--- config.mk ---
export PLATFORM = sky130hd
export DESIGN_NAME = muldiv_unit_flat
export DESIGN_NICKNAME = d
export VERILOG_FILES = /design/src/rtl/muldiv_unit_if.sv /design/src/rtl/muldiv_unit.sv /design/src/flat_wrapper.sv
export SDC_FILE = /design/constraint.sdc
export NUM_CORES = 1
export LEC_CHECK = 0
export CORE_MARGIN = 2
export CORE_UTILIZATION = 56
export DETAILED_ROUTE_END_ITERATION = 10
export HOLD_SLACK_MARGIN = 0.15
export PLACE_DENSITY_LB_ADDON = 0.08
export SLEW_MARGIN = 20
export SYNTH_ARGS = -nofsm -noshare
export SYNTH_HDL_FRONTEND = slang
export SYNTH_SLANG_ARGS = --single-unit
export TNS_END_PERCENT = 50
--- constraint.sdc ---
create_clock -name clk -period 3.07 [get_ports clk]
set_input_delay 0.307 -clock clk [delete_from_list [all_inputs] [get_ports clk]]
set_output_delay 0.307 -clock clk [all_outputs]
set_load 0.005 [all_outputs]
--- src/rtl/muldiv_unit_if.sv ---
// muldiv_unit_if
//   Bundles the request and register-file write-back signals of muldiv_unit.
//   master : drives run/start/op/operands/rd_in and observes the status and result.
//   slave  : the muldiv_unit side.
//   Request : run, start, op[1:0], rs1_val, rs2_val, rd_in
//   Response: busy, done, we, rd, rd_din
interface muldiv_unit_if #(
  parameter int BITS  = 8,
  parameter int RBITS = 3
);
  logic             run;
  logic             start;
  logic [1:0]       op;
  logic [BITS-1:0]  rs1_val;
  logic [BITS-1:0]  rs2_val;
  logic [RBITS-1:0] rd_in;
  logic             busy;
  logic             done;
  logic             we;
  logic [RBITS-1:0] rd;
  logic [BITS-1:0]  rd_din;

  modport master (
    output run, start, op, rs1_val, rs2_val, rd_in,
    input  busy, done, we, rd, rd_din
  );

  modport slave (
    input  run, start, op, rs1_val, rs2_val, rd_in,
    output busy, done, we, rd, rd_din
  );
endinterface

--- src/rtl/muldiv_unit.sv ---
// muldiv_unit
//   Iterative unsigned multiply/divide unit with register-file write-back.
//   One iteration per advancing cycle (run=1): shift-add multiply or
//   restoring shift-subtract divide, 8 iterations, result on done.
//   Ports:
//     clk  - clock, rising edge
//     rst  - synchronous active-high reset
//     bus  - muldiv_unit_if.slave:
//              run (advance enable), start, op (00 MUL, 01 MULHU, 10 DIVU, 11 REMU),
//              rs1_val, rs2_val, rd_in in; busy, done, we, rd, rd_din out
module muldiv_unit #(
  parameter int BITS  = 8,
  parameter int RBITS = 3
) (
  input  logic          clk,
  input  logic          rst,
  muldiv_unit_if.slave  bus
);

  typedef enum logic [1:0] {
    IDLE = 2'd0,
    CALC = 2'd1,
    DONE = 2'd2
  } state_t;

  // Last value of the 3-bit iteration counter; one iteration per operand bit.
  localparam logic [2:0] CNT_LAST = 3'(BITS - 1);

  state_t           state_q, state_d;
  logic [2:0]       cnt_q, cnt_d;
  logic [1:0]       op_q, op_d;
  logic [BITS-1:0]  hi_q, hi_d;   // product high half / partial remainder
  logic [BITS-1:0]  lo_q, lo_d;   // multiplier -> product low half / dividend -> quotient
  logic [BITS-1:0]  b_q, b_d;     // multiplicand / divisor
  logic [BITS-1:0]  res_q, res_d;
  logic [RBITS-1:0] rd_q, rd_d;

  logic [BITS:0]    add_sum;
  logic [BITS:0]    shifted;
  logic [BITS:0]    diff;
  logic [BITS-1:0]  hi_step;
  logic [BITS-1:0]  lo_step;

  // One iteration of the datapath.
  // Multiply: {hi,lo} holds {partial product, remaining multiplier}; add the
  // multiplicand when lo[0] is set, then shift the whole pair right.
  // Divide: shift the next dividend bit into the remainder and subtract the
  // divisor if it fits. The remainder is always below the divisor, so the
  // top bit of diff is a reliable borrow flag. A zero divisor always "fits",
  // giving an all-ones quotient and the dividend as remainder.
  always_comb begin
    add_sum = {1'b0, hi_q} + {1'b0, (lo_q[0] ? b_q : {BITS{1'b0}})};
    shifted = {hi_q, lo_q[BITS-1]};
    diff    = shifted - {1'b0, b_q};
    hi_step = hi_q;
    lo_step = lo_q;
    if (!op_q[1]) begin
      hi_step = add_sum[BITS:1];
      lo_step = {add_sum[0], lo_q[BITS-1:1]};
    end else if (!diff[BITS]) begin
      hi_step = diff[BITS-1:0];
      lo_step = {lo_q[BITS-2:0], 1'b1};
    end else begin
      hi_step = shifted[BITS-1:0];
      lo_step = {lo_q[BITS-2:0], 1'b0};
    end
  end

  always_comb begin
    state_d = state_q;
    cnt_d   = cnt_q;
    op_d    = op_q;
    hi_d    = hi_q;
    lo_d    = lo_q;
    b_d     = b_q;
    res_d   = res_q;
    rd_d    = rd_q;
    unique case (state_q)
      IDLE: begin
        if (bus.run && bus.start) begin
          op_d  = bus.op;
          rd_d  = bus.rd_in;
          cnt_d = '0;
          hi_d  = '0;
          if (bus.op[1]) begin
            lo_d = bus.rs1_val;
            b_d  = bus.rs2_val;
          end else begin
            lo_d = bus.rs2_val;
            b_d  = bus.rs1_val;
          end
          state_d = CALC;
        end
      end
      CALC: begin
        if (bus.run) begin
          hi_d  = hi_step;
          lo_d  = lo_step;
          cnt_d = cnt_q + 3'd1;
          if (cnt_q == CNT_LAST) begin
            // op[0] selects the high half (MULHU) or remainder (REMU).
            res_d   = op_q[0] ? hi_step : lo_step;
            state_d = DONE;
          end
        end
      end
      DONE: begin
        if (bus.run) begin
          state_d = IDLE;
        end
      end
      default: state_d = IDLE;
    endcase
  end

  always_ff @(posedge clk) begin
    if (rst) begin
      state_q <= IDLE;
      cnt_q   <= '0;
      op_q    <= '0;
      hi_q    <= '0;
      lo_q    <= '0;
      b_q     <= '0;
      res_q   <= '0;
      rd_q    <= '0;
    end else begin
      state_q <= state_d;
      cnt_q   <= cnt_d;
      op_q    <= op_d;
      hi_q    <= hi_d;
      lo_q    <= lo_d;
      b_q     <= b_d;
      res_q   <= res_d;
      rd_q    <= rd_d;
    end
  end

  assign bus.busy   = (state_q != IDLE);
  assign bus.done   = (state_q == DONE);
  assign bus.we     = (state_q == DONE) && (rd_q != '0);
  assign bus.rd     = rd_q;
  assign bus.rd_din = res_q;

endmodule

--- src/flat_wrapper.sv ---
// flat-port wrapper written by rule: the top's interface ports become plain ports
module muldiv_unit_flat 
#(
  parameter int BITS  = 8,
  parameter int RBITS = 3
)
  (clk, rst, bus_run, bus_start, bus_op, bus_rs1_val, bus_rs2_val, bus_rd_in, bus_busy, bus_done, bus_we, bus_rd, bus_rd_din);
  muldiv_unit_if #(.BITS(BITS), .RBITS(RBITS)) bus_i ();
  input  logic clk;
  input  logic rst;
  input wire logic [$bits(bus_i.run)-1:0] bus_run;
  input wire logic [$bits(bus_i.start)-1:0] bus_start;
  input wire logic [$bits(bus_i.op)-1:0] bus_op;
  input wire logic [$bits(bus_i.rs1_val)-1:0] bus_rs1_val;
  input wire logic [$bits(bus_i.rs2_val)-1:0] bus_rs2_val;
  input wire logic [$bits(bus_i.rd_in)-1:0] bus_rd_in;
  output wire logic [$bits(bus_i.busy)-1:0] bus_busy;
  output wire logic [$bits(bus_i.done)-1:0] bus_done;
  output wire logic [$bits(bus_i.we)-1:0] bus_we;
  output wire logic [$bits(bus_i.rd)-1:0] bus_rd;
  output wire logic [$bits(bus_i.rd_din)-1:0] bus_rd_din;
  assign bus_i.run = bus_run;
  assign bus_i.start = bus_start;
  assign bus_i.op = bus_op;
  assign bus_i.rs1_val = bus_rs1_val;
  assign bus_i.rs2_val = bus_rs2_val;
  assign bus_i.rd_in = bus_rd_in;
  assign bus_busy = bus_i.busy;
  assign bus_done = bus_i.done;
  assign bus_we = bus_i.we;
  assign bus_rd = bus_i.rd;
  assign bus_rd_din = bus_i.rd_din;
  muldiv_unit #(.BITS(BITS), .RBITS(RBITS)) u_core (.clk(clk), .rst(rst), .bus(bus_i));
endmodule
==> key figures <==
Routing
  – DRC viols: 0
  – Total detailed-routing wirelength: 7524 um
  – Via density: 5.987
  – ANT nets after route: 0
  – Number of vias in the routed layout: 2790
  – DR pass1 iterations: 4
  – WL/cell: 16.15 um
  – Drt initial violations: 118

Timing
  – Setup_tns: 0 ps
  – Final max-slew violation count: 0
  – Final worst path period share: 92.15%
  – Final setup fails: 0
  – Worst Tran Pin Value: 703.8 ps
  – Final hold violation count: 0
  – Slew margin rel.: 53.02%
  – Crit path time final: 2829 ps
  – RSZ-0062 raised after global routing: false
  – Achievable clock frequency: 353.5 MHz
  – Clock Skew: 11.70 ps
  – Hold slack: 461.2 ps

Worst setup path
  – Critical Path AT: 3020 ps
  – Critical path class: flop to flop
  – CP endpoint kind: flop
  – Critical path cell sequence: inv_1 > ha_1 > inv_1 > fa_1 > a211oi_4 > o211a_4 > o211a_1 > o211ai_1 > and3_1 > o41ai_1
  – Worst Path Buf+Inv: 2
  – Max incr delay on CP: 440 ps
  – Required time worst endpoint: 3260 ps
  – Crit-path most repeated cell: inv_1
  – Slowest cell on the critical path: fa_1
  – Critical Path Fanout Max: 11
  – Startpoint Class: flop
  – CP top delay family: compound AO/OA/AOI/OAI gates

Placed design
  – Detail Placement HPWL: 5825 um
  – DP Cell Count: 458
  – Final GP Congestion: 0.9346
  – Port bufs: 38
  – Placed Area: 3475 um2

Floorplan
  – Core area: 5172 um2
  – Die ar.: 6016 um2
  – Rows: 26
  – Starting Density: 58.59%
  – Die width: 77.56 um
  – IO Count: 39
  – Die Span Y: 77.56 um

Job
  – Max-Cap Viols: 0

Synth
  – EDFF count, synth: 0
  – Mapped Cells: 366
  – Synthesized area per cell: 8.280 um2
  – Syn_nets: 411
  – Yosys cell types: 59
  – Post-synthesis register bit count: 42
  – Ys async rst share: 0%
  – Sequential-to-total area share from yosys stat: 27.75%
  – Yosys warns: 0
  – Synthesized area: 3030 um2
  – Ys flop type: dfxtp_1

Clock tree
  – Post-CTS setup buffers: 0
  – Clock Sink Count: 42
  – CTS H-tree depth: 2
  – CTS-repair resized insts: 0
  – Clock transition at the registers of the reported paths: 80 ps
  – Skew-Pair Late Insertion Delay: 300 ps
  – CTS root buffer: clkbuf_8
  – Hold_buf cts: 0
  – Inserted Clock Buffers: 5
  – CTS tree: yes
  – Clock buffer depth: 2

Worst hold path
  – Worst hold path type: flop to flop

Cells and area
  – Layout cells sized above 1: 8.081%
  – Finished Cell Area: 3570 um2
  – Synthesis-to-layout area growth: 17.80%
  – Final Non-Filler Cells: 466
  – Nets: 440
  – Antenna cells: 0
  – Fillcell total: 438

Power
  – Leakage: 1.387 nW
  – Final Power: 0.001315 W
  – Power Density: 368.3 nW/um2
  – IR drop worst, VDD: 0.3245 mV

GRT
  – Vias in the first global route: 2670
  – Total track usage: 26.75%
  – First-pass GRT wire length: 12780 um
  – Initial antenna violation count: 0
  – Congestion Overflow GR: 0
  – Largest net degree at the start of global routing: 25

Status
  – Status: finished, final reports clean
## where the power goes
group | internal (W) | switching [W] | total, W
clock | 0.000186 | 0.000200 | 0.000386
combinational | 0.000153 | 0.000180 | 0.000333
sequential | 0.000566 | 0.0000295 | 0.000596
total | 0.000905 | 0.000409 | 0.00131
## area by class of cell
type / count / area [um2] / share of cell area (%)
Multi-Input combinational cell: 286 / 2049 / 57.41
Sequential cell: 42 / 840.8 / 23.55
Timing Repair Buffer: 47 / 447.9 / 12.55
Tap cell: 70 / 87.58 / 2.454
Clock buffer: 7 / 86.33 / 2.419
Inverter: 13 / 48.80 / 1.367
Clock inverter: 1 / 8.758 / 0.2454
## placed cells by master, fill, tap and decap left out, types with 5 or more instances in the layout
cell type	Yosys	routed
nand2b_1	6	6
and2_1	10	10
a21oi_1	28	28
a211oi_1	27	27
nor2b_1	8	8
clkbuf_8	0	6
nand3_1	6	6
o22ai_1	5	5
nor3_1	5	5
dfxtp_1	42	42
nor2_1	38	38
nand2_1	23	23
clkdlybuf4s50_1	0	38
ha_1	18	18
o21ai_0	14	14
inv_1	13	13
mux2i_1	22	22
xnor2_1	8	8
buf_4	0	9
a311oi_1	5	5
## through the flow
| stage | setup WS, ps | util [%] |
|---|---|---|
| after floorplan | 637.1 | - |
| after CTS | 251.3 | 69.01 |
| final | 240.9 | 69.01 |
| after global routing | 128.1 | 69.01 |
| after detailed placement | 286.5 | 67.17 |
| after global placement | 386.1 | 67.17 |
## final timing paths
check / startpoint / end / slack (ps) / cells past startpoint
min: u_core.cnt_q[1]$_SDFFE_PP0P_ / u_core.cnt_q[1]$_SDFFE_PP0P_ / 460 / 2
max: u_core.lo_q[7]$_SDFFE_PP0P_ / u_core.bus.rd_din[0]$_SDFFE_PP0P_ / 240 / 10
min reg2reg: u_core.cnt_q[1]$_SDFFE_PP0P_ / u_core.cnt_q[1]$_SDFFE_PP0P_ / 460 / 2
max reg2reg: u_core.lo_q[7]$_SDFFE_PP0P_ / u_core.bus.rd_din[0]$_SDFFE_PP0P_ / 240 / 10
## flip-flops by register name, summed over array words and instances, names as in the netlist
signal             flops
u_core.state_q         2
u_core.cnt_q           3
u_core.bus.rd          3
u_core.op_q            2
u_core.hi_q            8
u_core.lo_q            8
u_core.b_q             8
u_core.bus.rd_din      8
## Yosys cell counts (10+ instances only)
master / instances / share of area (%)
nand2_1: 23 / 2.8
clkbuf_1: 18 / 2.2
mux2i_1: 22 / 7.3
o21ai_0: 14 / 2.3
inv_1: 13 / 1.6
ha_1: 18 / 7.4
and2_1: 10 / 2.1
nor2_1: 38 / 4.7
dfxtp_1: 42 / 28
a211oi_1: 27 / 6.7
a21oi_1: 28 / 4.6
## worst min-delay path, stage by stage, from the launching register on
cell     delay [ps]
dfxtp_1         320
nand2_1          50
a21oi_1          50
## cells by family after synthesis
| group | synth area share (%) |
|---|---|
| AO/OA/AOI/OAI | 28.45 |
| AND/OR/NAND/NOR | 18.66 |
| flip-flops | 27.75 |
| buffers and inverters | 5.120 |
| multiplexers | 8.381 |
| adder cells (fa/ha/maj) | 8.753 |
| XOR/XNOR | 2.890 |
## per-layer routing
metal | track usage [%] | share of wire (%) | vias to the layer above
li1 | - | - | 1411
met1 | 34.84 | 46 | 1284
met2 | 45.13 | 47 | 82
met3 | 3.721 | 4.0 | 13
met4 | 9.821 | 2.5 | 0
met5 | 0 | 0 | -
Power figures use the tool's default switching activity.
